**config.mk**
```make
export PLATFORM = sky130hd
export DESIGN_NAME = i2s_intr_axil_slave
export DESIGN_NICKNAME = d
export VERILOG_FILES = /design/src/rtl/i2s_intr_pkg.sv /design/src/rtl/i2s_intr_capture.sv /design/src/rtl/i2s_intr_axil_slave.sv
export SDC_FILE = /design/constraint.sdc
export NUM_CORES = 1
export LEC_CHECK = 0
export CAP_MARGIN = 40
export CORE_ASPECT_RATIO = 1.4
export CORE_MARGIN = 3
export CORE_UTILIZATION = 22
export DETAILED_ROUTE_END_ITERATION = 10
export PLACE_DENSITY = 0.77
export SLEW_MARGIN = 15
export SYNTH_ARGS = -nofsm -noshare
export SYNTH_HDL_FRONTEND = slang
export SYNTH_SLANG_ARGS = --single-unit
export TNS_END_PERCENT = 100
```
**constraint.sdc**
```tcl
create_clock -name ACLK -period 1.7 [get_ports ACLK]
set_input_delay 0.17 -clock ACLK [delete_from_list [all_inputs] [get_ports ACLK]]
set_output_delay 0.17 -clock ACLK [all_outputs]
set_load 0.01 [all_outputs]
```
**src/rtl/i2s_intr_pkg.sv**
```systemverilog
// Shared definitions for the I2S interrupt controller: register word
// offsets, AXI response code, FSM state types and a byte-strobe merge helper.
package i2s_intr_pkg;

    // Register word offsets, compared against ADDR[4:2]
    localparam logic [2:0] GIE_OFS = 3'd0;
    localparam logic [2:0] IER_OFS = 3'd1;
    localparam logic [2:0] ISR_OFS = 3'd2;
    localparam logic [2:0] IAR_OFS = 3'd3;
    localparam logic [2:0] IPR_OFS = 3'd4;

    localparam logic [1:0] RESP_OKAY = 2'b00;

    typedef enum logic {
        W_IDLE = 1'b0,
        W_RESP = 1'b1
    } wr_state_t;

    typedef enum logic {
        R_IDLE = 1'b0,
        R_DATA = 1'b1
    } rd_state_t;

    // Merge new_val into old_val one byte lane at a time, under strb
    function automatic logic [31:0] apply_wstrb(input logic [31:0] old_val,
                                                input logic [31:0] new_val,
                                                input logic [3:0]  strb);
        logic [31:0] res;
        res = old_val;
        for (int b = 0; b < 4; b++) begin
            if (strb[b]) begin
                res[b*8 +: 8] = new_val[b*8 +: 8];
            end else begin
                res[b*8 +: 8] = old_val[b*8 +: 8];
            end
        end
        return res;
    endfunction

endpackage

```
**src/rtl/i2s_intr_capture.sv**
```systemverilog
// Event capture for the I2S interrupt controller: event detection, the
// latched status register (ISR) and pending gating (IPR = ISR & IER).
// Build option: define I2S_INTR_EDGE_EN for rising-edge events; the default
// build treats a high source as an event every cycle (level-sensitive).
module i2s_intr_capture #(
    parameter int N = 1
) (
    input  logic         clk,
    input  logic         rst_n,
    input  logic [N-1:0] intr_src,
    input  logic [N-1:0] ier,
    input  logic [N-1:0] iar_clr,
    output logic [N-1:0] isr,
    output logic [N-1:0] ipr
);

    logic [N-1:0] event_s;
    logic [N-1:0] isr_r;

`ifdef I2S_INTR_EDGE_EN
    logic [N-1:0] src_d_r;

    // Keep one delayed copy of the sources to find rising edges
    always_ff @(posedge clk or negedge rst_n) begin
        if (!rst_n) begin
            src_d_r <= {N{1'b0}};
        end else begin
            src_d_r <= intr_src;
        end
    end

    assign event_s = intr_src & ~src_d_r;
`else
    assign event_s = intr_src;
`endif

    // Latch enabled events; a simultaneous acknowledge loses to a new event
    always_ff @(posedge clk or negedge rst_n) begin
        if (!rst_n) begin
            isr_r <= {N{1'b0}};
        end else begin
            isr_r <= (isr_r & ~iar_clr) | (event_s & ier);
        end
    end

    assign isr = isr_r;
    assign ipr = isr_r & ier;

endmodule

```
**src/rtl/i2s_intr_axil_slave.sv**
```systemverilog
// AXI4-Lite register slave and interrupt controller for the I2S codec.
// Holds the write/read channel FSMs, GIE/IER registers, read-data mux and
// the registered irq output; event capture lives in i2s_intr_capture.
// Build option: I2S_INTR_EDGE_EN selects edge-triggered events (see capture).
module i2s_intr_axil_slave
    import i2s_intr_pkg::*;
#(
    parameter int C_NUM_OF_INTR      = 1,
    parameter int C_S_AXI_DATA_WIDTH = 32,
    parameter int C_S_AXI_ADDR_WIDTH = 5,
    parameter int C_IRQ_ACTIVE_STATE = 1
) (
    input  logic                            ACLK,
    input  logic                            ARESETN,
    input  logic [C_S_AXI_ADDR_WIDTH-1:0]   S_AXI_AWADDR,
    input  logic [2:0]                      S_AXI_AWPROT,
    input  logic                            S_AXI_AWVALID,
    output logic                            S_AXI_AWREADY,
    input  logic [C_S_AXI_DATA_WIDTH-1:0]   S_AXI_WDATA,
    input  logic [C_S_AXI_DATA_WIDTH/8-1:0] S_AXI_WSTRB,
    input  logic                            S_AXI_WVALID,
    output logic                            S_AXI_WREADY,
    output logic [1:0]                      S_AXI_BRESP,
    output logic                            S_AXI_BVALID,
    input  logic                            S_AXI_BREADY,
    input  logic [C_S_AXI_ADDR_WIDTH-1:0]   S_AXI_ARADDR,
    input  logic [2:0]                      S_AXI_ARPROT,
    input  logic                            S_AXI_ARVALID,
    output logic                            S_AXI_ARREADY,
    output logic [C_S_AXI_DATA_WIDTH-1:0]   S_AXI_RDATA,
    output logic [1:0]                      S_AXI_RRESP,
    output logic                            S_AXI_RVALID,
    input  logic                            S_AXI_RREADY,
    input  logic [C_NUM_OF_INTR-1:0]        intr_src,
    output logic                            irq
);

    localparam int   N      = C_NUM_OF_INTR;
    localparam logic IRQ_ON = (C_IRQ_ACTIVE_STATE != 0) ? 1'b1 : 1'b0;

    wr_state_t    wr_state_r, wr_state_s;
    rd_state_t    rd_state_r, rd_state_s;
    logic         wr_hs_s, rd_hs_s;
    logic [2:0]   waddr_s, raddr_s;
    logic         gie_r;
    logic [N-1:0] ier_r;
    logic [N-1:0] isr_s, ipr_s, iar_clr_s;
    logic [31:0]  ier_ext_s, isr_ext_s, ipr_ext_s;
    logic [31:0]  gie_word_s, ier_word_s;
    logic [31:0]  rdata_s, rdata_r;
    logic         irq_r;
    logic         unused_ok_s;

    assign waddr_s = S_AXI_AWADDR[4:2];
    assign raddr_s = S_AXI_ARADDR[4:2];

    // Both address and data must be present; accept them in the same cycle
    assign wr_hs_s = (wr_state_r == W_IDLE) && S_AXI_AWVALID && S_AXI_WVALID;
    assign rd_hs_s = (rd_state_r == R_IDLE) && S_AXI_ARVALID;

    // Zero-extend the N-bit registers to the bus width
    always_comb begin
        ier_ext_s = 32'h0000_0000;
        isr_ext_s = 32'h0000_0000;
        ipr_ext_s = 32'h0000_0000;
        ier_ext_s[N-1:0] = ier_r;
        isr_ext_s[N-1:0] = isr_s;
        ipr_ext_s[N-1:0] = ipr_s;
    end

    assign gie_word_s = apply_wstrb({31'h0000_0000, gie_r}, S_AXI_WDATA, S_AXI_WSTRB);
    assign ier_word_s = apply_wstrb(ier_ext_s, S_AXI_WDATA, S_AXI_WSTRB);

    // Write channel state register
    always_ff @(posedge ACLK or negedge ARESETN) begin
        if (!ARESETN) begin
            wr_state_r <= W_IDLE;
        end else begin
            wr_state_r <= wr_state_s;
        end
    end

    // Write channel next state: accept, then hold the response until taken
    always_comb begin
        wr_state_s = wr_state_r;
        case (wr_state_r)
            W_IDLE: begin
                if (wr_hs_s) begin
                    wr_state_s = W_RESP;
                end else begin
                    wr_state_s = W_IDLE;
                end
            end
            W_RESP: begin
                if (S_AXI_BREADY) begin
                    wr_state_s = W_IDLE;
                end else begin
                    wr_state_s = W_RESP;
                end
            end
            default: wr_state_s = W_IDLE;
        endcase
    end

    // Commit GIE/IER writes in the handshake cycle, honouring byte strobes
    always_ff @(posedge ACLK or negedge ARESETN) begin
        if (!ARESETN) begin
            gie_r <= 1'b0;
            ier_r <= {N{1'b0}};
        end else if (wr_hs_s) begin
            case (waddr_s)
                GIE_OFS: gie_r <= gie_word_s[0];
                IER_OFS: ier_r <= ier_word_s[N-1:0];
                default: ;
            endcase
        end
    end

    // Acknowledge pulse for the capture block; strobes do not apply to IAR
    always_comb begin
        iar_clr_s = {N{1'b0}};
        if (wr_hs_s && (waddr_s == IAR_OFS)) begin
            iar_clr_s = S_AXI_WDATA[N-1:0];
        end else begin
            iar_clr_s = {N{1'b0}};
        end
    end

    i2s_intr_capture #(
        .N (N)
    ) u_capture (
        .clk      (ACLK),
        .rst_n    (ARESETN),
        .intr_src (intr_src),
        .ier      (ier_r),
        .iar_clr  (iar_clr_s),
        .isr      (isr_s),
        .ipr      (ipr_s)
    );

    // Read channel state register
    always_ff @(posedge ACLK or negedge ARESETN) begin
        if (!ARESETN) begin
            rd_state_r <= R_IDLE;
        end else begin
            rd_state_r <= rd_state_s;
        end
    end

    // Read channel next state: accept address, then hold data until taken
    always_comb begin
        rd_state_s = rd_state_r;
        case (rd_state_r)
            R_IDLE: begin
                if (rd_hs_s) begin
                    rd_state_s = R_DATA;
                end else begin
                    rd_state_s = R_IDLE;
                end
            end
            R_DATA: begin
                if (S_AXI_RREADY) begin
                    rd_state_s = R_IDLE;
                end else begin
                    rd_state_s = R_DATA;
                end
            end
            default: rd_state_s = R_IDLE;
        endcase
    end

    // Read mux; IAR and the unmapped words read as zero
    always_comb begin
        rdata_s = 32'h0000_0000;
        case (raddr_s)
            GIE_OFS: rdata_s[0] = gie_r;
            IER_OFS: rdata_s = ier_ext_s;
            ISR_OFS: rdata_s = isr_ext_s;
            IPR_OFS: rdata_s = ipr_ext_s;
            default: rdata_s = 32'h0000_0000;
        endcase
    end

    // Capture read data in the address handshake cycle and hold it
    always_ff @(posedge ACLK or negedge ARESETN) begin
        if (!ARESETN) begin
            rdata_r <= 32'h0000_0000;
        end else if (rd_hs_s) begin
            rdata_r <= rdata_s;
        end
    end

    // Registered interrupt request with configurable active level
    always_ff @(posedge ACLK or negedge ARESETN) begin
        if (!ARESETN) begin
            irq_r <= ~IRQ_ON;
        end else if (gie_r && (|ipr_s)) begin
            irq_r <= IRQ_ON;
        end else begin
            irq_r <= ~IRQ_ON;
        end
    end

    assign S_AXI_AWREADY = wr_hs_s;
    assign S_AXI_WREADY  = wr_hs_s;
    assign S_AXI_BVALID  = (wr_state_r == W_RESP);
    assign S_AXI_BRESP   = RESP_OKAY;
    assign S_AXI_ARREADY = rd_hs_s;
    assign S_AXI_RVALID  = (rd_state_r == R_DATA);
    assign S_AXI_RRESP   = RESP_OKAY;
    assign S_AXI_RDATA   = rdata_r;
    assign irq           = irq_r;

    // Protection bits, byte-offset bits and upper merge bits carry no meaning here
    assign unused_ok_s = ^{S_AXI_AWPROT, S_AXI_ARPROT, S_AXI_AWADDR, S_AXI_ARADDR,
                           gie_word_s, ier_word_s};

endmodule
```
==> results_dict.tcl <==
set metrics [dict create \
    area_growth_pct 25.9 \
    finalMaxSlewViolations 0 \
    detailedRoute.firstPassIterationCount 2 \
    grt_antenna_before_repair 0 \
    chipWidth_um 51.2 \
    grt_max_degree 8 \
    ys_ff_latch 7 \
    holdCritPathClass "primary input to asynchronous set/reset pin" \
    insertion_delay_ps 250 \
    ant_nets 0 \
    crit_path_start_kind "primary input" \
    end_kind "primary output" \
    cp.required_ps 1530 \
    cts_tree "done" \
    post-route-period-util_pct 89.7 \
    cts-root-buf "sky130_fd_sc_hd__clkbuf_4" \
    path_clk_slew_ps 60 \
    initial_core_utilization_pct 23.5 \
    grt_util_all_layers_pct 6.24 \
    met1_usage_pct 6.39 \
    cts_buffers 3 \
    final_layout_size_suffix_gt1_share_pct 10.5 \
    hold_ws_ps 182 \
    route.detailed.drc 0 \
    syn_inst 69 \
    num_vias 447 \
    antennaDiodeCount 0 \
    grt_setup_unrepaired "false" \
    globalRoute.busiestLayer "met2" \
    vias_per_cell 3.41 \
    drtIter0Drc 1 \
    timing.final.hold_violations 0 \
    clock_tree.buffer_depth 2 \
    final_common_cell "sky130_fd_sc_hd__conb_1" \
    die_h_um 69.2 \
    critPathKind "primary input to primary output" \
    grt_pass1_vias 394 \
    global_route_wire_length_before_repair_um 1650 \
    total_power_divided_by_cell_area_nw_per_um2 694 \
    totalWireLength_um 1130 \
    power.static_leakage_uw 0.000407 \
    cts.repair_timing.setup_buffer_count 0 \
    buffer_ports.inserted 22 \
    finish.net_count 156 \
    post_synth_num_cell_types 20 \
    wl_per_cell_um 8.64 \
    post-route-min-period_ps 1530 \
    floorplan.die_area_um2 3540 \
    final_number_of_setup_violating_endpoints 0 \
    layout.cells.most_common_list "sky130_fd_sc_hd__conb_1 (35), sky130_fd_sc_hd__clkdlybuf4s50_1 (20), sky130_fd_sc_hd__dfrtp_1 (7)" \
    timing.critical_path.fanout_max 2 \
    worst_ep_arrival_time_ps 1360 \
    timing.max_cap.violations 0 \
    placeableCoreArea_um2 2670 \
    clock_sinks 7 \
    gpl.final_weighted_congestion 0.671 \
    core.rowCount 22 \
    design_power_total_uw 549 \
    run_status "finished, final reports clean" \
    netlist_area_um2 628 \
    grt.met2_usage_pct 10.2 \
    fin_skew_ps 5.59 \
    synth.yosys.seq_area_share_pct 27.9 \
    grtUsageMet3_pct 2.80 \
    peak_supply_drop_v 0.000257 \
    yosys_warnings 0 \
    postSynthAreaPerCell_um2 9.10 \
    overflow 0 \
    max_h_tree_level 1 \
    floorplan.io_pins 102 \
    detailed_place_hpwl_um 1010 \
    max_clock_freq_ghz 0.656 \
]
[path summary, 6_finish.rpt]
check	from	to	slack [ps]	depth (start not counted)
hold reg to reg	S_AXI_RVALID	S_AXI_RVALID	490	1
setup reg to reg	S_AXI_BVALID	ier_r	200	3
max in group asynchronous	ARESETN	S_AXI_RVALID	1270	1
min in group ACLK	intr_src	u_capture.isr	470	3
setup / recovery	S_AXI_ARVALID	S_AXI_ARREADY	170	3
hold / removal	ARESETN	S_AXI_RDATA[0]	180	1
[power by group]
part	total [uW]	switching [uW]	internal [uW]
clock network	148	61.9	85.9
registers	218	23.7	195
logic	183	87.1	95.7
[metrics by stage]
stage                     setup WS (ps)  util (%)  instance area, um2  std cells  TNS [ps]
after floorplan                     186         -                 756        103         0
after global placement            -17.5      28.7                 766        127     -17.5
after detailed placement          -30.1      28.7                 766        127     -30.1
after CTS                           157      29.6                 791        131         0
after global routing               92.6      29.6                 791        131         0
final                               175      29.6                 791        131         0
[repair_timing]
item                                    in CTS  in global routing
endpoints found under the setup margin       2                  0
resized for setup                            2                  0
hold buffers                                 0                  0
[cell type report]
class                      instances  area, um2
tap                               36       45.0
fill                             304       1880
multi-input combinational         57        299
timing repair buffer              24        233
clock buffer                       3       22.5
clock inverter                     1       5.00
sequential                         7        175
inverter                           3       11.3
[worst max-delay path, cell delays in order]
cell	delay, ps
sky130_fd_sc_hd__clkdlybuf4s50_1	470
sky130_fd_sc_hd__nor2b_1	160
sky130_fd_sc_hd__clkdlybuf4s50_1	550
[cells by family after synthesis]
group | after synthesis | synth area share, %
buffers and inverters | 39 | 44.8
and+or+nand+nor | 14 | 16.1
DFF | 7 | 27.9
AOI/OAI and AO/OA | 6 | 6.37
muxes | 2 | 4.18
other | 1 | 0.597
[synth_stat cells]
library cell               number  area [um2]
sky130_fd_sc_hd__nor4_1         2        12.5
sky130_fd_sc_hd__nand4b_1       1        8.76
sky130_fd_sc_hd__inv_1          3        11.3
sky130_fd_sc_hd__and3_1         1        6.26
sky130_fd_sc_hd__nor2b_1        2        12.5
sky130_fd_sc_hd__nor2_1         1        3.75
sky130_fd_sc_hd__buf_4         36         270
sky130_fd_sc_hd__a221oi_1       1        8.76
sky130_fd_sc_hd__o21ai_0        2        10.0
sky130_fd_sc_hd__mux2_1         1        11.3
sky130_fd_sc_hd__nand2_1        3        11.3
sky130_fd_sc_hd__or4b_4         1        13.8
sky130_fd_sc_hd__dfrtp_1        7         175
sky130_fd_sc_hd__nand2b_1       2        12.5
sky130_fd_sc_hd__nand3b_4       1        20.0
sky130_fd_sc_hd__a21oi_1        1        5.00
sky130_fd_sc_hd__o31ai_1        1        7.51
sky130_fd_sc_hd__conb_1         1        3.75
sky130_fd_sc_hd__mux2_4         1        15.0
sky130_fd_sc_hd__a31o_2         1        8.76
[flip-flops by register name, indices dropped and copies added, names as in the netlist]
name / cells
S_AXI_RVALID: 1
u_capture.isr: 1
irq: 1
S_AXI_BVALID: 1
S_AXI_RDATA: 1
gie_r: 1
ier_r: 1
[layer usage]
metal | wire [um] | part of all wire [%] | vias up
met4 | 0 | 0 | 0
met5 | 0 | 0 | -
li1 | - | - | 209
met2 | 554 | 49 | 44
met1 | 372 | 33 | 194
met3 | 205 | 18 | 0
Note: power is estimated with default switching activity, not from simulation.
